## src/rtl/motion_mode_scheduler_if.sv

```systemverilog
// Mover/motor bus for the motion scheduler: behaviour-block speed/command in,
// enables and the selected speed/command out.
interface motion_mode_scheduler_if;
    logic [2:0] spiral_speed;
    logic [9:0] spiral_command;
    logic [2:0] turn_speed;
    logic [9:0] turn_command;
    logic       spiral_enable;
    logic       turn_enable;
    logic [2:0] output_speed;
    logic [9:0] motion_command;

    modport master (
        input  spiral_speed, spiral_command, turn_speed, turn_command,
        output spiral_enable, turn_enable, output_speed, motion_command
    );

    modport slave (
        output spiral_speed, spiral_command, turn_speed, turn_command,
        input  spiral_enable, turn_enable, output_speed, motion_command
    );
endinterface

```

## src/rtl/motion_mode_scheduler.sv

```systemverilog
// Motion sequencer: spiral / turn-around / cruise selection, bump debounce and motor-bus mux.
// Optional spin watchdog enabled by defining MOTION_SPIN_WATCHDOG_EN.
module motion_mode_scheduler #(
    parameter logic [15:0] STRAIGHT_T    = 16'd1024,
    parameter int unsigned BUMP_DEBOUNCE = 4,
    parameter logic [15:0] SPIN_TIMEOUT  = 16'd4096
) (
    input  logic       clk,
    input  logic       rst,
    input  logic       i_start,
    input  logic       i_stop,
    input  logic       i_bump,
    input  logic       i_cliff,
    input  logic       i_done_spin,
    motion_mode_scheduler_if.master mbus,
    output logic [2:0] o_mode,
    output logic [7:0] o_bump_count,
    output logic       o_fault
);

    localparam int unsigned DB_W = $clog2(BUMP_DEBOUNCE + 1);

    typedef enum logic [2:0] {
        S_IDLE   = 3'd0,
        S_SPIRAL = 3'd1,
        S_TURN   = 3'd2,
        S_CRUISE = 3'd3,
        S_REARM  = 3'd4,
        S_HALT   = 3'd5
    } state_t;

    state_t          r_state;
    state_t          w_next;
    logic [DB_W-1:0] r_db_cnt;
    logic [15:0]     r_timer;
    logic [7:0]      r_bump_count;
    logic            r_spiral_en;
    logic            r_turn_en;
    logic [2:0]      r_speed;
    logic [9:0]      r_cmd;

    logic            w_bump_event;
    logic            w_halt_req;
    logic            w_bump_accept;
    logic            w_wd_expire;
    logic            w_wd_trip;
    logic            w_fault;
    logic            w_spiral_en;
    logic            w_turn_en;
    logic [2:0]      w_speed;
    logic [9:0]      w_cmd;

    // Debounce: counter saturates one past the trigger point so a held bump fires once
    assign w_bump_event = i_bump && (r_db_cnt == DB_W'(BUMP_DEBOUNCE - 1));
    assign w_halt_req   = i_cliff | i_stop;

    always_ff @(posedge clk or posedge rst) begin
        if (rst) begin
            r_db_cnt <= '0;
        end else if (!i_bump) begin
            r_db_cnt <= '0;
        end else if (r_db_cnt != DB_W'(BUMP_DEBOUNCE)) begin
            r_db_cnt <= r_db_cnt + DB_W'(1);
        end
    end

`ifdef MOTION_SPIN_WATCHDOG_EN
    logic [15:0] r_wd_cnt;
    logic        r_fault;

    assign w_wd_expire = (r_wd_cnt == (SPIN_TIMEOUT - 16'd1));
    assign w_fault     = r_fault;

    // Spin watchdog counts TURN cycles, restarting on every entry to TURN
    always_ff @(posedge clk or posedge rst) begin
        if (rst) begin
            r_wd_cnt <= '0;
            r_fault  <= 1'b0;
        end else begin
            if (w_next == S_TURN && r_state == S_TURN) begin
                r_wd_cnt <= r_wd_cnt + 16'd1;
            end else begin
                r_wd_cnt <= '0;
            end
            if (w_wd_trip) begin
                r_fault <= 1'b1;
            end
        end
    end
`else
    logic w_unused_spin_timeout;

    assign w_unused_spin_timeout = ^SPIN_TIMEOUT;
    assign w_wd_expire           = 1'b0;
    assign w_fault               = 1'b0;
`endif

    // Next state and the output values that state will load
    always_comb begin
        w_next        = r_state;
        w_bump_accept = 1'b0;
        w_wd_trip     = 1'b0;
        w_spiral_en   = 1'b0;
        w_turn_en     = 1'b0;
        w_speed       = 3'd0;
        w_cmd         = 10'd0;

        case (r_state)
            S_IDLE: begin
                if (w_halt_req) begin
                    w_next = S_HALT;
                end else if (i_start) begin
                    w_next = S_SPIRAL;
                end
            end
            S_SPIRAL: begin
                if (w_halt_req) begin
                    w_next = S_HALT;
                end else if (w_bump_event) begin
                    w_next        = S_TURN;
                    w_bump_accept = 1'b1;
                end
            end
            S_TURN: begin
                if (w_halt_req) begin
                    w_next = S_HALT;
                end else if (i_done_spin) begin
                    w_next = S_CRUISE;
                end else if (w_wd_expire) begin
                    w_next    = S_HALT;
                    w_wd_trip = 1'b1;
                end
            end
            S_CRUISE: begin
                if (w_halt_req) begin
                    w_next = S_HALT;
                end else if (w_bump_event) begin
                    w_next        = S_REARM;
                    w_bump_accept = 1'b1;
                end else if (r_timer == (STRAIGHT_T - 16'd1)) begin
                    w_next = S_SPIRAL;
                end
            end
            S_REARM: begin
                w_next = w_halt_req ? S_HALT : S_TURN;
            end
            S_HALT: begin
                if (!w_halt_req && !w_fault) begin
                    w_next = S_IDLE;
                end
            end
            default: begin
                w_next = S_IDLE;
            end
        endcase

        case (w_next)
            S_SPIRAL: begin
                w_spiral_en = 1'b1;
                w_speed     = mbus.spiral_speed;
                w_cmd       = mbus.spiral_command;
            end
            S_TURN, S_CRUISE: begin
                w_turn_en = 1'b1;
                w_speed   = mbus.turn_speed;
                w_cmd     = mbus.turn_command;
            end
            default: begin
                w_spiral_en = 1'b0;
            end
        endcase
    end

    always_ff @(posedge clk or posedge rst) begin
        if (rst) begin
            r_state      <= S_IDLE;
            r_spiral_en  <= 1'b0;
            r_turn_en    <= 1'b0;
            r_speed      <= 3'd0;
            r_cmd        <= 10'd0;
            r_timer      <= 16'd0;
            r_bump_count <= 8'd0;
        end else begin
            r_state     <= w_next;
            r_spiral_en <= w_spiral_en;
            r_turn_en   <= w_turn_en;
            r_speed     <= w_speed;
            r_cmd       <= w_cmd;
            if (w_next == S_CRUISE && r_state == S_CRUISE) begin
                r_timer <= r_timer + 16'd1;
            end else begin
                r_timer <= 16'd0;
            end
            if (w_bump_accept && r_bump_count != 8'hFF) begin
                r_bump_count <= r_bump_count + 8'd1;
            end
        end
    end

    assign mbus.spiral_enable  = r_spiral_en;
    assign mbus.turn_enable    = r_turn_en;
    assign mbus.output_speed   = r_speed;
    assign mbus.motion_command = r_cmd;
    assign o_mode              = r_state;
    assign o_bump_count        = r_bump_count;
    assign o_fault             = w_fault;

endmodule

```

## src/flat_wrapper.sv

```systemverilog
// flat-port wrapper written by rule: the top's interface ports become plain ports
module motion_mode_scheduler_flat 
#(
    parameter logic [15:0] STRAIGHT_T    = 16'd1024,
    parameter int unsigned BUMP_DEBOUNCE = 4,
    parameter logic [15:0] SPIN_TIMEOUT  = 16'd4096
)
  (clk, rst, i_start, i_stop, i_bump, i_cliff, i_done_spin, o_mode, o_bump_count, o_fault, mbus_spiral_speed, mbus_spiral_command, mbus_turn_speed, mbus_turn_command, mbus_spiral_enable, mbus_turn_enable, mbus_output_speed, mbus_motion_command);
  motion_mode_scheduler_if mbus_i ();
  input  logic clk;
  input  logic rst;
  input  logic i_start;
  input  logic i_stop;
  input  logic i_bump;
  input  logic i_cliff;
  input  logic i_done_spin;
  output logic [2:0] o_mode;
  output logic [7:0] o_bump_count;
  output logic o_fault;
  input wire logic [$bits(mbus_i.spiral_speed)-1:0] mbus_spiral_speed;
  input wire logic [$bits(mbus_i.spiral_command)-1:0] mbus_spiral_command;
  input wire logic [$bits(mbus_i.turn_speed)-1:0] mbus_turn_speed;
  input wire logic [$bits(mbus_i.turn_command)-1:0] mbus_turn_command;
  output wire logic [$bits(mbus_i.spiral_enable)-1:0] mbus_spiral_enable;
  output wire logic [$bits(mbus_i.turn_enable)-1:0] mbus_turn_enable;
  output wire logic [$bits(mbus_i.output_speed)-1:0] mbus_output_speed;
  output wire logic [$bits(mbus_i.motion_command)-1:0] mbus_motion_command;
  assign mbus_i.spiral_speed = mbus_spiral_speed;
  assign mbus_i.spiral_command = mbus_spiral_command;
  assign mbus_i.turn_speed = mbus_turn_speed;
  assign mbus_i.turn_command = mbus_turn_command;
  assign mbus_spiral_enable = mbus_i.spiral_enable;
  assign mbus_turn_enable = mbus_i.turn_enable;
  assign mbus_output_speed = mbus_i.output_speed;
  assign mbus_motion_command = mbus_i.motion_command;
  motion_mode_scheduler #(.STRAIGHT_T(STRAIGHT_T), .BUMP_DEBOUNCE(BUMP_DEBOUNCE), .SPIN_TIMEOUT(SPIN_TIMEOUT)) u_core (.clk(clk), .rst(rst), .i_start(i_start), .i_stop(i_stop), .i_bump(i_bump), .i_cliff(i_cliff), .i_done_spin(i_done_spin), .mbus(mbus_i), .o_mode(o_mode), .o_bump_count(o_bump_count), .o_fault(o_fault));
endmodule
```

## config.mk

```make
export PLATFORM = sky130hd
export DESIGN_NAME = motion_mode_scheduler_flat
export DESIGN_NICKNAME = d
export VERILOG_FILES = /design/src/rtl/motion_mode_scheduler_if.sv /design/src/rtl/motion_mode_scheduler.sv /design/src/flat_wrapper.sv
export SDC_FILE = /design/constraint.sdc
export NUM_CORES = 1
export LEC_CHECK = 0
export CELL_PAD_IN_SITES_DETAIL_PLACEMENT = 1
export CELL_PAD_IN_SITES_GLOBAL_PLACEMENT = 1
export CORE_MARGIN = 1.5
export CORE_UTILIZATION = 35
export DETAILED_ROUTE_END_ITERATION = 10
export PLACE_DENSITY_LB_ADDON = 0.1
export SETUP_SLACK_MARGIN = 0.1
export SYNTH_ARGS = -nofsm -noshare
export SYNTH_HDL_FRONTEND = slang
export SYNTH_SLANG_ARGS = --single-unit
```

## constraint.sdc

```tcl
create_clock -name clk -period 4.65 [get_ports clk]
set_input_delay 0.93 -clock clk [delete_from_list [all_inputs] [get_ports clk]]
set_output_delay 0.93 -clock clk [all_outputs]
set_load 0.05 [all_outputs]
```

==> flow_summary_export.csv, run 1 <==
group,metric,value,unit
floorplanning,io_pins,60,
placed_design,gp_congestion,0.724,
clocking,cts.sinks,45,
timing,period_share,0.571,
power_and_ir_drop,leakage,1.29,nW
global_routing,grt_pass1_vias,1948,
synthesis,yosys.area.top_type,"dfrtp_1",
placed_design,post-place-ws,1670,ps
min_path,min_from,"u_core.r_timer[0]",
setup_path,r2r_cells,5,
placed_design,place_inst,342,
layout,drive_gt1_frac,0.0879,
clocking,cts_resized,0,
synthesis,ys.flop_type,"dfrtp_1",
timing,skew,10.6,ps
min_path,whs_path_depth,1,
setup_path,reg2reg_to,"u_core.r_timer[6]",
clocking,numCtsBuffers,5,
timing,finalCriticalPeriod,2660,ps
timing,worstMarginPinSlew,971,ps
power_and_ir_drop,pwr-share-comb,0.259,
synthesis,synthArstFlopShare,1.00,
synthesis,yosysWarningCount,0,
clocking,clk_latency,300,ps
routing,dr.pass1.iters,4,
synthesis,yosys-top-cells-area,"dfrtp_1 48%, xor2_1 6.0%, o2111ai_1 4.9%, o31ai_2 4.3%, inv_1 3.4%",
synthesis,synth_common_cells,"45 x dfrtp_1, 21 x inv_1, 19 x nor2_1, 16 x xor2_1, 13 x o2111ai_1",
setup_path,path_buf_inv,1,
synthesis,syn_nets,258,
timing,fmax,377,MHz
setup_path,start_kind,"input pin",
setup_path,end_kind,"flip-flop",
synthesis,ys_ff_latch,45,
synthesis,synth_cell_type_count,40,
global_routing,antenna_found_initial,0,
power_and_ir_drop,p_int,621,µW
floorplanning,placementRows,29,
setup_path,worstPathMaxFanout,15,
power_and_ir_drop,p_total,930,µW
timing,hold_ws,464,ps
clocking,clockRootBuffer,"clkbuf_8",
floorplanning,design.die.area,7150,µm²
layout,nNetsFinal,310,
layout,diodes,0,
clocking,tritoncts,"done",
setup_path,r2r-start,"u_core.r_timer[0]",
synthesis,synth-edff-count,0,
power_and_ir_drop,power_frac_seq,0.478,
power_and_ir_drop,peakVddDrop,0.135,mV
synthesis,syn_area,2330,µm²
clocking,postCtsSetupBuffers,0,
layout,utilization,0.472,
placed_design,port_buffers,58,
global_routing,grt_max_degree,46,
routing,ant_nets,0,
setup_path,critPathKind,"in -> reg",
global_routing,overflow,0,
timing,slew_headroom,0.351,
clocking,cts_hold_buffers,0,
min_path,hold_end,"u_core.r_timer[0]",
layout,design_area,3010,µm²
synthesis,yosysTopAreaCellShare,0.484,
setup_path,cp_slowest_cell,"and2_1",
timing,setup_ws,1990,ps
routing,wl,5.36,mm
power_and_ir_drop,power_frac_clock,0.263,
routing,via_per_inst,5.17,
setup_path,path_cells,"clkdlybuf4s50_1 -> nor2_1 -> and2_1 -> o211a_4 -> o31ai_1",
timing,rsz0062_at_grt,"no",
global_routing,track_usage,0.160,
routing,drc,0,
setup_path,critical-path-max-stage-delay,560,ps
clocking,htree_levels,2,
floorplanning,die_w,84.6,µm
power_and_ir_drop,switchingPower,309,µW
setup_path,path_delay_family,"simple AND/OR/NAND/NOR gates",
layout,instances_no_fill,350,
synthesis,ys_seq_area_frac,0.484,
routing,drt_iter0_markers,65,
clocking,clk_pin_slew_worst_paths,90,ps
min_path,hold_class,"reg -> reg",
placed_design,place_hpwl,3.67,mm
power_and_ir_drop,switching_share,0.333,
global_routing,grt_pass1_wl,9.41,mm
timing,hold_viol,0,
floorplanning,initial_core_util,0.365,
outcome,status,"complete, no violations",
setup_path,required,4820,ps
setup_path,arrival,2830,ps
power_and_ir_drop,p_per_area,309,nW/µm²
floorplanning,core,6390,µm²
clocking,cts_buffer_depth,2,
synthesis,postSynthCellCount,220,
floorplanning,die_h,84.6,µm
layout,area_growth,29.4,%
job,cap_violations,0,
timing,slew_violations,0,
routing,dr_total_vias,1809,
timing,final-setup-viol-count,0,
timing,setup_tns,0,ps
synthesis,yosysMostFrequentCell,"dfrtp_1",
synthesis,synth_area_per_cell,10.6,µm²
setup_path,r2r_slack,2430,ps
placed_design,place_area,2930,µm²
routing,wl_per_cell,15.3,µm
[metal layers]
metal,global-route usage,up-vias,wire length [µm]
li1,-,880,-
met1,0.231,885,2620
met2,0.244,40,2460
met3,0.0413,4,242
met4,0.0323,0,36
met5,0,-,0
[flip-flops by register name (all words and copies together) (netlist names)]
signal,count
u_core.r_timer,16
u_core.mbus.motion_command,10
u_core.o_bump_count,8
u_core.mbus.output_speed,3
u_core.o_mode,3
u_core.r_db_cnt,3
u_core.mbus.spiral_enable,1
u_core.mbus.turn_enable,1
[cell usage in the layout (no fill, tap or decap), types with 2 or more instances in the layout]
master	n
clkdlybuf4s50_1	58
dfrtp_1	45
inv_1	20
nor2_1	19
xor2_1	16
o2111ai_1	13
nand3_1	11
nand4_1	8
nand2_1	8
o31ai_2	8
nor3_1	6
and2_1	5
o31ai_1	5
ha_1	5
clkbuf_8	5
a21oi_1	4
or3_1	4
o21ai_0	4
xnor2_1	3
and4_1	2
a21boi_0	2
clkinvlp_4	2
[how the worst max path moves through the flow]
stage | from | end | slack, ps | depth (start not counted)
2_1_floorplan | i_stop | u_core.mbus.motion_command[3] | 2530 | 5
3_3_place_gp | i_stop | u_core.mbus.output_speed[2] | 1740 | 5
3_5_place_dp | i_stop | u_core.mbus.motion_command[9] | 1670 | 5
4_1_cts | i_stop | u_core.mbus.output_speed[2] | 1990 | 5
5_1_grt | i_stop | u_core.mbus.motion_command[9] | 1830 | 5
6_report | i_stop | u_core.mbus.motion_command[9] | 1990 | 5
[cells by family after synthesis]
kind of cell | Yosys count | share of synthesized area
compound gates | 44 | 0.174
mux | 1 | 0.00484
simple gates | 70 | 0.167
flops | 45 | 0.484
xor+xnor | 19 | 0.0715
buf+inv | 35 | 0.0709
other cells | 1 | 0.00161
fa+ha+maj | 5 | 0.0269
[cell type report]
class	count	area, µm²
sequential	45	1130
tap	77	96.3
fill	708	3370
clock buffer	6	72.6
clock inverter	2	15.0
multi-input combinational	140	1040
timing repair buffer	59	588
inverter	21	78.8
[power groups by stage]
stage	clock network (mW)	registers [mW]	logic, mW
final	0.245	0.445	0.241
after global routing	0.267	0.449	0.264
after CTS	0.254	0.445	0.245
after detailed placement	0	0.452	0.245
after global placement	0	0.453	0.240
after floorplan	0	0.512	0.0945
Power figures use the tool's default switching activity.
==> run 2, diff against run 1 <==
==> constraint.sdc (replaced) <==
create_clock -name clk -period 2.45 [get_ports clk]
set_input_delay 0.49 -clock clk [delete_from_list [all_inputs] [get_ports clk]]
set_output_delay 0.49 -clock clk [all_outputs]
set_load 0.05 [all_outputs]
==> flow_summary_export.csv, run 2 (synthesis results as in run 1) <==
group,metric,value,unit
global_routing,grt_max_degree,28,
setup_path,cp_slowest_cell,"clkdlybuf4s50_1",
layout,fill_cells,716,
routing,wl,5.56,mm
setup_path,worstPathMaxFanout,10,
setup_path,r2r_cells,5,
outcome,status,"complete, no violations",
routing,dr_total_vias,1853,
layout,seq_area,1130,µm²
layout,final_cell_mix,"58 x clkdlybuf4s50_1, 45 x dfrtp_1, 20 x inv_1",
clocking,cts_buffer_depth,2,
setup_path,critPathKind,"reg -> out",
layout,diodes,0,
clocking,cts.sinks,45,
layout,area_growth,33.2,%
floorplanning,io_pins,60,
timing,worstMarginPinSlew,517,ps
power_and_ir_drop,leakage,1.35,nW
floorplanning,initial_core_util,0.365,
clocking,cts_resized,0,
placed_design,place_hpwl,3.93,mm
min_path,hold_class,"reg -> reg",
floorplanning,core,6390,µm²
clocking,htree_levels,2,
timing,setup_tns,0,ps
clocking,clk_pin_slew_worst_paths,90,ps
global_routing,antenna_found_initial,0,
floorplanning,die_w,84.6,µm
routing,wl_met1,2.46,mm
timing,final-setup-viol-count,0,
min_path,whs_path_depth,1,
routing,via_per_inst,5.21,
routing,wl_met3,269,µm
routing,ant_nets,0,
global_routing,overflow,0,
timing,slew_headroom,0.654,
clocking,numCtsBuffers,5,
layout,final_common_cell,"clkdlybuf4s50_1",
clocking,clockRootBuffer,"clkbuf_8",
layout,multi_input_area,1040,µm²
routing,dr.pass1.iters,4,
timing,period_share,0.899,
setup_path,path_buf_inv,1,
global_routing,grt_pass1_wl,9.45,mm
timing,hold_viol,0,
layout,instances_no_fill,356,
clocking,cts_hold_buffers,0,
setup_path,required,1960,ps
setup_path,critical-path-max-stage-delay,890,ps
timing,fmax,454,MHz
setup_path,start_kind,"flip-flop",
routing,wl_per_cell,15.6,µm
timing,skew,6.28,ps
clocking,postCtsSetupBuffers,0,
setup_path,arrival,1710,ps
timing,rsz0062_at_grt,"no",
routing,highest_layer,"met4",
setup_path,end_kind,"output port",
setup_path,crit_cells,1,
setup_path,path_delay_family,"buffers and inverters",
placed_design,gp_congestion,0.727,
layout,largest_reg_flops,16,
timing,finalCriticalPeriod,2200,ps
timing,slew_violations,0,
clocking,clk_latency,300,ps
job,cap_violations,0,
power_and_ir_drop,p_per_area,614,nW/µm²
floorplanning,design.die.area,7150,µm²
placed_design,place_inst,348,
clocking,tritoncts,"done",
global_routing,track_usage,0.166,
routing,drt_iter0_markers,78,
setup_path,path_cells,"clkdlybuf4s50_1",
global_routing,grt_pass1_vias,1971,
routing,drc,0,
layout,nNetsFinal,316,
floorplanning,die_h,84.6,µm
placed_design,port_buffers,58,
power_and_ir_drop,peakVddDrop,0.300,mV
layout,drive_gt1_frac,0.108,
routing,met2_length,2.80,mm
floorplanning,placementRows,29,
layout,top_register,"u_core.r_timer",
timing,hold_ws,463,ps
==> run 2: path summary, 6_finish.rpt <==
| kind | from | slack [ps] | end |
|---|---|---|---|
| max | u_core.o_mode[1] | 250 | o_mode[1] |
| min | u_core.r_timer[0] | 460 | u_core.r_timer[0] |
| max reg2reg | u_core.r_timer[0] | 570 | u_core.mbus.motion_command[9] |
| min reg2reg | u_core.r_timer[0] | 460 | u_core.r_timer[0] |
| max in group asynchronous | rst | 1450 | u_core.o_mode[1] |
| min in group asynchronous | rst | 500 | u_core.r_timer[3] |
==> run 2: where the power goes <==
group	internal (mW)	switching (mW)
Clock	0.333	0.261
Combinational	0.186	0.281
Sequential	0.798	0.0438
==> run 2: stage by stage <==
| stage | cell area [µm²] | utilization | setup slack, ps | total power [mW] |
|---|---|---|---|---|
| after floorplan | 2330 | - | 531 | 1.15 |
| after global placement | 2980 | 0.467 | 293 | 1.32 |
| after detailed placement | 2980 | 0.467 | 234 | 1.33 |
| after CTS | 3100 | 0.486 | 242 | 1.93 |
| after global routing | 3100 | 0.486 | 161 | 2.00 |
| final | 3100 | 0.486 | 246 | 1.90 |
==> run 2: worst register-to-register path, stage by stage (launching register included) <==
cell and delay [ps]:
dfrtp_1 380, ha_1 180, nor4b_4 240, nand4_4 300, o211a_4 420, o31ai_1 270
==> run 2: routing by layer <==
layer	vias to the layer above	global-route usage
li1	890	-
met1	922	0.209
met2	39	0.273
met3	2	0.0472
met4	0	0.0572
met5	-	0
==> run 2: layout make-up <==
| type | count | share of cell area |
|---|---|---|
| clock buffer | 7 | 0.0278 |
| inverter | 21 | 0.0254 |
| clock inverter | 1 | 0.00969 |
| timing repair buffer | 65 | 0.208 |
| tap | 77 | 0.0311 |
| sequential | 45 | 0.363 |
| multi-input combinational | 140 | 0.335 |
==> variant (settings of run 2) <==
`STRAIGHT_T` is set to 16'd1024 in 2 places; all go to 16'd768.
--- a/src/rtl/motion_mode_scheduler.sv
+++ b/src/rtl/motion_mode_scheduler.sv
@@ -2,5 +2,5 @@
 // Optional spin watchdog enabled by defining MOTION_SPIN_WATCHDOG_EN.
 module motion_mode_scheduler #(
-    parameter logic [15:0] STRAIGHT_T    = 16'd1024,
+    parameter logic [15:0] STRAIGHT_T    = 16'd768,
     parameter int unsigned BUMP_DEBOUNCE = 4,
     parameter logic [15:0] SPIN_TIMEOUT  = 16'd4096
--- a/src/flat_wrapper.sv
+++ b/src/flat_wrapper.sv
@@ -2,5 +2,5 @@
 module motion_mode_scheduler_flat 
 #(
-    parameter logic [15:0] STRAIGHT_T    = 16'd1024,
+    parameter logic [15:0] STRAIGHT_T    = 16'd768,
     parameter int unsigned BUMP_DEBOUNCE = 4,
     parameter logic [15:0] SPIN_TIMEOUT  = 16'd4096
Formal check against the unedited RTL: no difference found for any inputs over 10 cycles, from zero or initial values and one cycle with rst high; that may be too few to reach the edited logic, so the function may still have changed.
==> variant against run 2 <==
Non-clock buffer count grew 2. Total power fell by 14%. Clock power fell by 23%. Sequential cell count stayed put. Synthesized area shrank 6.6%. Wire length fell by 9.4%. Combinational power shrank 23%. Hold slack improved by 0.037 ns. Synthesized cell count decreased by 2.7%. Cell area is 4.1% lower. Global-route usage increased by 0.62 points. Worst setup slack better by 0.033 ns.
==> variant: results (changes against run 2) <==
CTS
  • Clock Latency Late Sink: 0.29 ns
  • Setup Fix Bufs, Post-CTS: 0 (unchanged)
  • Root Driver: clkbuf_8
  • CTS buffer count: 5 (unchanged)

Yosys
  • Most frequent cells after synthesis: dfrtp_1 (45), nand2_1 (26), inv_1 (22)
  • YS warnings: 0 (unchanged)
  • Seq/Total Area, Yosys: 0.518 (+0.0339)
  • Unique masters post-synth: 36 (-10%)
  • Main synth FF type: dfrtp_1
  • Area contributors post-synth: dfrtp_1 (52%), xnor2_1 (6.4%), mux2i_1 (6.0%)
  • Mapped Cells: 214 (-2.7%)
  • Syn Nets: 252 (-2.3%)

Power and ir drop
  • LEAKAGE: 1.26 nW (-6.8%)
  • Max VDD drop: 0.000304 V (+1.2%)

Placed design
  • Placed Area: 2880 µm² (-3.5%)
  • IO Port Bufs: 58 (unchanged)
  • Post-DP HPWL: 3740 µm (-5.0%)
  • Global placement routability congestion: 0.746 (+2.6%)
  • Placed Cells incl. Taps: 350 (+0.57%)

Route
  • Pre-antenna DRT Iters: 4 (unchanged)
  • Per-cell routed wire length: 14.1 µm (-9.6%)
  • DR vias/cell: 4.86 (-6.6%)
  • Starting DRT DRC Count: 111 (+42%)
  • Antenna-violating nets left: 0 (unchanged)

GRT
  • First-pass GRT wire length: 8630 µm (-8.7%)
  • Initial antenna violation count: 0 (unchanged)
  • Largest net degree at the start of global routing: 27 (-3.6%)
  • All-layer global routing usage: 0.172 (+0.00625)
  • Vias in the first global route: 1828 (-7.3%)

Layout
  • Non-Filler Instances: 357 (+0.28%)
  • Layout cells sized above 1: 0.0745 (-0.0331)
  • Inserted Diodes: 0 (unchanged)
  • Fin nets: 320 (+1.3%)
  • Filler instances: 700 (-2.2%)
  • Max FFs per register: 16 (unchanged)
  • Final Cell Area: 2970 µm² (-4.1%)

Outcome
  • Outcome: completed

Critical path
  • CP max stage cell: clkdlybuf4s50_1
  • Cell family with most CP delay: buffers and inverters
  • Crit path max fanout: 10 (unchanged)
  • Worst path arrival time: 1.68 ns (-0.03 ns)
  • Worst path max stage delay: 0.87 ns (-0.02 ns)

STA
  • Skew final: 0.00372 ns (-0.00256 ns)
  • Rel. slew slack: 0.562 (-0.0920)
-- variant: cell count changes in the layout (fill, tap and decap cells not counted), moves of 4 or more --
cell	run 2	this run
o31ai_1	5	0
o31ai_2	8	0
o2111ai_1	13	0
xor2_1	16	6
xnor2_1	3	16
mux2i_1	0	13
a21oi_1	4	0
nand2_1	8	26
-- variant: per-stage QoR --
step	hold slack, ns	utilization	power (mW)	setup slack (ns)
detailed placement	0.491	0.483	1.20	-0.0338
CTS	0.505	0.498	1.68	0.183
finish	0.500	0.499	1.65	0.280
global placement	0.486	0.483	1.20	-0.0187
floorplan	0.464	-	1.05	0.483
global route	0.538	0.499	1.74	0.172
-- variant: per-layer routing --
metal  share of wire  global-route usage  up-vias
met2            0.46               0.268       38
met1            0.46               0.223      849
li1                -                   -      843
met4           0.012              0.0610        0
met3           0.065              0.0556        5
met5               0                   0        -
-- variant: logic make-up (layout without fill, tap and decap cells) --
family	after synthesis	count (layout)	synth area share
flops	45	45	0.518
other cells	1	1	0.00172
xor+xnor	22	22	0.0886
fa+ha+maj	5	5	0.0288
mux	13	13	0.0598
simple gates	88	88	0.206
compound gates	12	12	0.0420
buf+inv	28	96	0.0558
-- variant: final timing paths --
kind | cells after the start | endpoint | slack [ns] | from
max | 1 | o_mode[1] | 0.28 | u_core.o_mode[1]
min | 1 | u_core.o_bump_count[7] | 0.50 | u_core.o_bump_count[7]
max reg2reg | 6 | u_core.mbus.motion_command[6] | 0.35 | u_core.r_db_cnt[1]
min reg2reg | 1 | u_core.o_bump_count[7] | 0.50 | u_core.o_bump_count[7]
max in group asynchronous | 3 | u_core.mbus.output_speed[2] | 1.30 | rst
min in group asynchronous | 2 | u_core.mbus.motion_command[6] | 0.57 | rst
-- variant: power breakdown --
| part | internal [mW] | total, mW | switching (mW) |
|---|---|---|---|
| clock | 0.224 | 0.460 | 0.236 |
| sequential | 0.787 | 0.826 | 0.0385 |
| combinational | 0.156 | 0.359 | 0.203 |
| total | 1.17 | 1.65 | 0.478 |
-- variant: timing repair --
action	CTS	global route
gates resized for setup	0	1
endpoints found under the setup margin	0	14
hold buffers	0	0
-- variant: layout make-up --
class / count / share of cell area
multi-input cells: 141 / 0.315
inverters: 22 / 0.0278
repair buffers: 67 / 0.218
clock buffers: 7 / 0.0290
flip-flops and latches: 45 / 0.379
well taps: 75 / 0.0316
